<file path="src/rtl/mips_cache_wbuf_coalesce.sv">
// Posted write buffer between the CPU data port and the Avalon memory port.
// CPU stores go into a small FIFO. The FIFO drains one Avalon write at a time
// while the controller holds `active`. Bus outputs follow the head entry
// combinationally, and write_writeenable follows the drain state.
// Optional feature, macro WB_COALESCE_EN: a store to the same word as the
// tail-most entry is merged into that entry instead of taking a new slot.
module mips_cache_wbuf_coalesce #(
  parameter int DEPTH = 4,
  parameter int AW    = 32
) (
  input  logic                     clk,
  input  logic                     rst,
  input  logic [AW-1:0]            addr,
  input  logic                     write_en,
  input  logic [31:0]              writedata,
  input  logic [3:0]               byteenable,
  input  logic                     active,
  input  logic                     waitrequest,
  output logic [AW-1:0]            write_addr,
  output logic [31:0]              write_data,
  output logic [3:0]               write_byteenable,
  output logic                     write_writeenable,
  output logic                     full,
  output logic                     empty,
  output logic [$clog2(DEPTH):0]   count,
  output logic [1:0]               state_out
);

  localparam int PW = $clog2(DEPTH);
  localparam int CW = PW + 1;
  localparam logic [CW-1:0] FULL_CNT = CW'(DEPTH);

  localparam logic [1:0] ST_IDLE  = 2'd0;
  localparam logic [1:0] ST_DRAIN = 2'd1;

  logic [1:0]    state_reg, state_next;
  logic [PW-1:0] head_reg, tail_reg, last_idx;
  logic [CW-1:0] count_reg, count_next;

  // Word address only; the byte offset is never stored.
  logic [AW-3:0] addr_mem [DEPTH];
  logic [31:0]   data_mem [DEPTH];
  logic [3:0]    be_mem   [DEPTH];

  logic          pop, store_valid, merge, alloc, draining;
  logic [31:0]   merged_data;
  logic [3:0]    merged_be;

  // The low address bits select a byte within the word and play no part here.
  logic          addr_lo_unused;
  assign addr_lo_unused = ^addr[1:0];

  assign draining    = (state_reg == ST_DRAIN);
  assign pop         = draining && !waitrequest;
  assign store_valid = write_en && (byteenable != 4'b0000);
  assign last_idx    = tail_reg - PW'(1);
  assign full        = (count_reg == FULL_CNT);
  assign empty       = (count_reg == '0);
  assign count       = count_reg;
  assign state_out   = state_reg;

`ifdef WB_COALESCE_EN
  // Merge into the newest entry when the word matches. The head is excluded
  // while it sits on the bus, because it must stay stable.
  assign merge = store_valid && !empty &&
                 (addr_mem[last_idx] == addr[AW-1:2]) &&
                 !(draining && (last_idx == head_reg));
`else
  assign merge = 1'b0;
`endif

  assign alloc      = store_valid && !merge && (!full || pop);
  assign count_next = count_reg + CW'(alloc) - CW'(pop);

  // Byte-lane merge of the incoming store over the tail-most entry.
  genvar gi;
  generate
    for (gi = 0; gi < 4; gi++) begin : g_lane
      assign merged_data[gi*8 +: 8] = byteenable[gi] ? writedata[gi*8 +: 8]
                                                     : data_mem[last_idx][gi*8 +: 8];
    end
  endgenerate
  assign merged_be = be_mem[last_idx] | byteenable;

  // Per-entry storage: allocate at the tail or merge into the tail-most entry.
  generate
    for (gi = 0; gi < DEPTH; gi++) begin : g_entry
      localparam logic [PW-1:0] IDX = PW'(gi);
      // Entry register update; cleared on reset so the bus reads 0.
      always_ff @(posedge clk or negedge rst) begin
        if (!rst) begin
          addr_mem[gi] <= '0;
          data_mem[gi] <= '0;
          be_mem[gi]   <= '0;
        end else if (alloc && (tail_reg == IDX)) begin
          addr_mem[gi] <= addr[AW-1:2];
          data_mem[gi] <= writedata;
          be_mem[gi]   <= byteenable;
        end else if (merge && (last_idx == IDX)) begin
          data_mem[gi] <= merged_data;
          be_mem[gi]   <= merged_be;
        end
      end
    end
  endgenerate

  // Drain FSM: hold through waitrequest, run back-to-back while there is work.
  always_comb begin
    state_next = state_reg;
    case (state_reg)
      ST_IDLE: begin
        if (active && !empty) state_next = ST_DRAIN;
      end
      ST_DRAIN: begin
        if (!waitrequest && !(active && (count_next != '0))) state_next = ST_IDLE;
      end
      default: state_next = ST_IDLE;
    endcase
  end

  // Pointers, occupancy and state registers.
  always_ff @(posedge clk or negedge rst) begin
    if (!rst) begin
      state_reg <= ST_IDLE;
      head_reg  <= '0;
      tail_reg  <= '0;
      count_reg <= '0;
    end else begin
      state_reg <= state_next;
      count_reg <= count_next;
      if (pop)   head_reg <= head_reg + PW'(1);
      if (alloc) tail_reg <= tail_reg + PW'(1);
    end
  end

  assign write_addr        = {addr_mem[head_reg], 2'b00};
  assign write_data        = data_mem[head_reg];
  assign write_byteenable  = be_mem[head_reg];
  assign write_writeenable = draining;

endmodule
</file>
<file path="config.mk">
export PLATFORM = sky130hd
export DESIGN_NAME = mips_cache_wbuf_coalesce
export DESIGN_NICKNAME = d
export VERILOG_FILES = /design/src/rtl/mips_cache_wbuf_coalesce.sv
export SDC_FILE = /design/constraint.sdc
export NUM_CORES = 1
export LEC_CHECK = 0
export CORE_MARGIN = 2
export CORE_UTILIZATION = 25
export DETAILED_ROUTE_END_ITERATION = 7
export SYNTH_ARGS = -nofsm -noshare
export SYNTH_HDL_FRONTEND = slang
export SYNTH_SLANG_ARGS = --single-unit
</file>
<file path="constraint.sdc">
create_clock -name clk -period 4.5 [get_ports clk]
set_input_delay 0.45 -clock clk [delete_from_list [all_inputs] [get_ports clk]]
set_output_delay 0.45 -clock clk [all_outputs]
set_load 0.01 [all_outputs]
</file>
==> implementation parameters <==
Parameter                              Value

Yosys
  Mux cell area share after synthesis    39.7%
  Synthesis warning total    0
  Count of cell types in the netlist    29
  Synthesized-area fraction occupied by adder cells    0.647%
  Cell area after synthesis    12800 um2
  Register area share after synthesis    53.3%
  Synth Area per Inst    18.6 um2
  Asr flop ratio synth    100%
  Combinational family with the most area after synthesis    multiplexers
  Most instantiated flip-flop cell in the synthesis netlist    sky130_fd_sc_hd__dfrtp_1
  Cells after synthesis    687
  Number of enable flip-flop cells after synthesis    0
  Share of synthesized cell area in and, or, nand and nor gates    0.363%
  Area fraction in compound gates after synthesis    less than 1%
  Area share of xor/xnor cells in the synthesized design    0.343%
  Count of state elements after synthesis    272

Detailed routing
  Count of nets left with antenna violations after detail routing    0
  Top metal layer carrying routed signals    met5
  Vias per inst    4.26
  Number of search-and-repair iterations in the first detailed-routing pass    4
  Met1 routed wirelength after detailed routing    between 10000 and 15000 um
  Residual DRC count    0
  Initial DRC Count    268
  Via Count    6530
  DR WL met2    12400 um
  Met3 wirelength from detailed routing    1470 um
  Aggregate routed wire length    ~28000 um
  Average routed wire per standard cell    18.1 um

Placement
  Sum of net half-perimeters after detailed placement    16200 um
  Placed Instance Area    14700 um2
  Weighted congestion reported at the end of routability-driven placement    ~0.67
  Buffers on Ports    143

Die
  Total die area    52900 um2
  Die height    230 um
  Starting density of the core    25.4%
  IO Count    149
  Die W    230 um
  Total number of placement rows    82
  Area of the core region    50300 um2

Timing
  Unrepaired setup endpoints after global routing    no
  Sum Neg Setup Slack    0 ns
  Highest achievable clock rate    between 0.3 and 0.4 GHz
  Remaining max-slew budget at the tightest pin    37.5%
  Final-report max-slew violation count    0
  Total setup violations reported at the end of the flow    0
  Tcrit/Tclk final    71.3%
  Post-Route Skew    0.00886 ns
  Worst slew pin tran    0.937 ns
  Final Hold Viols    0
  Shortest period the worst path allows    3.21 ns

Clock network
  Setup Buffers After CTS    0
  # hold bufs at CTS    0
  # clock sinks    272
  Root Driver    sky130_fd_sc_hd__clkbuf_16
  Latest clock arrival within the worst-skew pair    about 0.52 ns
  Clock tree from TritonCTS    yes
  Number of clock buffers inserted by TritonCTS    35
  Post-CTS clock slew at the launch and capture registers of the worst setup and hold paths    0.05 ns
  Clock Tree Buf Depth    3
  H-tree depth reported by CTS    2
  Gates resized, CTS repair    0

Cells and area
  Top register by number of flip-flops    data_mem
  Fillers    4935
  Layout cell share with drive strength beyond 1    47.1%
  Number of flip-flops under the largest register name    128
  Registers with the most flip-flops    data_mem (128), addr_mem (120), be_mem (16)
  Synthesis-to-finish area growth    23.8%
  Area of all placed cells without fillers    between 15000 and 20000 um2
  Nets    916
  ANT cells    0

Worst setup path
  Worst EP required    a little over 4 ns
  Crit Reg-Reg Startpoint    count[1]
  Maximum net fanout on the critical path    51
  Highest-delay cell along the critical path    sky130_fd_sc_hd__dfrtp_4
  Worst R2R End    data_mem[127]
  Endpoint type of the worst setup path    output port
  Series of cell instances along the critical path    buf_4 > mux4_2 > clkdlybuf4s50_1
  Kind of critical path    reg2out
  Arrival time at the worst endpoint    approximately 2.8 ns
  Critical Path Source Type    register
  Cell count of the worst reg-to-reg path    4
  Worst stage delay on the critical path    about 1 ns
  Flop-to-flop setup slack    roughly 1.8 ns

Power
  Worst voltage drop across the vdd grid    0.415 mV
  Pwr dens    approximately 820 nW/um2
  Cell-internal power    about 9200 uW
  Switching Fraction    29.3%
  Switching component of the power    about 3800 uW
  Sequential power share    34.7%
  Leakage dissipation    a little under 0.007 uW
  Comb pwr share    about 45%
  Proportion of power drawn by the clock network    20.6%
  Total power consumption of the routed design    13000 uW

Min path
  Min-Delay Path Class    in2async

Global routing
  Overall global routing resource usage    between 10% and 20%
  Wire length of the first global-routing pass    around 44000 um
  Vias in the first global route    7381
  Antenna violations before repair    1
  Total global routing overflow    0
  Largest net degree at the start of global routing    111

Flow run
  Max-cap check violation count    0

Status
  Result of the run    completed
==> cell type report <==
cell class,instances,area (um2),share of cell area [%]
well taps,672,841,5.32
clock inverters,8,71.3,0.451
flip-flops and latches,272,6810,43.1
clock buffers,52,1030,6.53
multi-input cells,363,5380,34.1
inverters,6,22.5,0.142
repair buffers,159,1640,10.4
==> stage by stage <==
step,util (%),std cells,worst slack (ns),hold slack [ns]
after CTS,31.4,1532,1.20,0.0358
after global routing,31.4,1532,1.16,0.0882
after detailed placement,29.2,1472,1.15,0.488
after global placement,29.2,1472,1.12,0.481
after floorplan,-,689,1.92,0.154
final,31.4,1532,1.29,0.0349
==> cell usage after synthesis (all sizes together), types with 2 or more instances <==
master    n  area share, %
mux2    265             28
buf      44            4.3
ha        5           0.49
xnor2     5           0.34
mux4     66             12
clkbuf    4           0.12
dfrtp   272             53
o211ai    4           0.67
a21oi     2          0.078
inv       6           0.18
==> layout by cell type, fill, tap and decap left out, types with 2 or more instances in the layout <==
| cell | count |
|---|---|
| sky130_fd_sc_hd__dfrtp_1 | 270 |
| sky130_fd_sc_hd__buf_4 | 9 |
| sky130_fd_sc_hd__clkdlybuf4s50_1 | 142 |
| sky130_fd_sc_hd__ha_1 | 5 |
| sky130_fd_sc_hd__o211ai_4 | 4 |
| sky130_fd_sc_hd__clkinv_2 | 5 |
| sky130_fd_sc_hd__xnor2_1 | 5 |
| sky130_fd_sc_hd__clkbuf_16 | 37 |
| sky130_fd_sc_hd__a21oi_1 | 2 |
| sky130_fd_sc_hd__mux2_4 | 160 |
| sky130_fd_sc_hd__buf_12 | 7 |
| sky130_fd_sc_hd__conb_1 | 3 |
| sky130_fd_sc_hd__clkbuf_1 | 10 |
| sky130_fd_sc_hd__dfrtp_4 | 2 |
| sky130_fd_sc_hd__mux4_2 | 66 |
| sky130_fd_sc_hd__inv_1 | 6 |
| sky130_fd_sc_hd__mux2_2 | 105 |
| sky130_fd_sc_hd__clkbuf_8 | 5 |
==> how the worst max path moves through the flow <==
stage | startpoint | to | slack (ns) | cells past startpoint
final | head_reg[1] | write_addr[17] | 1.29 | 3
after CTS | head_reg[1] | write_addr[17] | 1.20 | 3
after floorplan | byteenable[1] | state_out[0] | 1.92 | 8
after detailed placement | byteenable[1] | state_out[0] | 1.15 | 9
after global routing | head_reg[1] | write_addr[17] | 1.16 | 3
after global placement | byteenable[1] | state_out[0] | 1.12 | 9
==> power groups by stage <==
stage	Combinational, uW	Sequential [uW]	Clock, uW
after floorplan	4200	4170	0
after global placement	5830	4500	0
after detailed placement	5910	4550	0
after CTS	5930	4530	2800
after global routing	6190	4700	2910
final	5810	4510	2690
==> cells by family after synthesis <==
kind of cell | Yosys count
and+or+nand+nor | 8
xor gates and xnor gates | 5
AOI/OAI and AO/OA | 10
adders and majority gates | 6
buffers and inverters | 54
other | 1
DFF | 272
muxes | 331
==> layer usage <==
metal,up-vias,global-route usage [%]
li1,2853,-
met1,3496,15.0
met2,133,16.2
met3,46,3.13
met4,2,3.06
met5,-,0
==> worst max-delay path, delay by kind of cell, from the launching register on <==
| family | cells | cell delay (ns) |
|---|---|---|
| mux | 1 | 0.33 |
| buf+inv | 2 | 0.84 |
| flops | 1 | 1.03 |
Power figures use the tool's default switching activity.
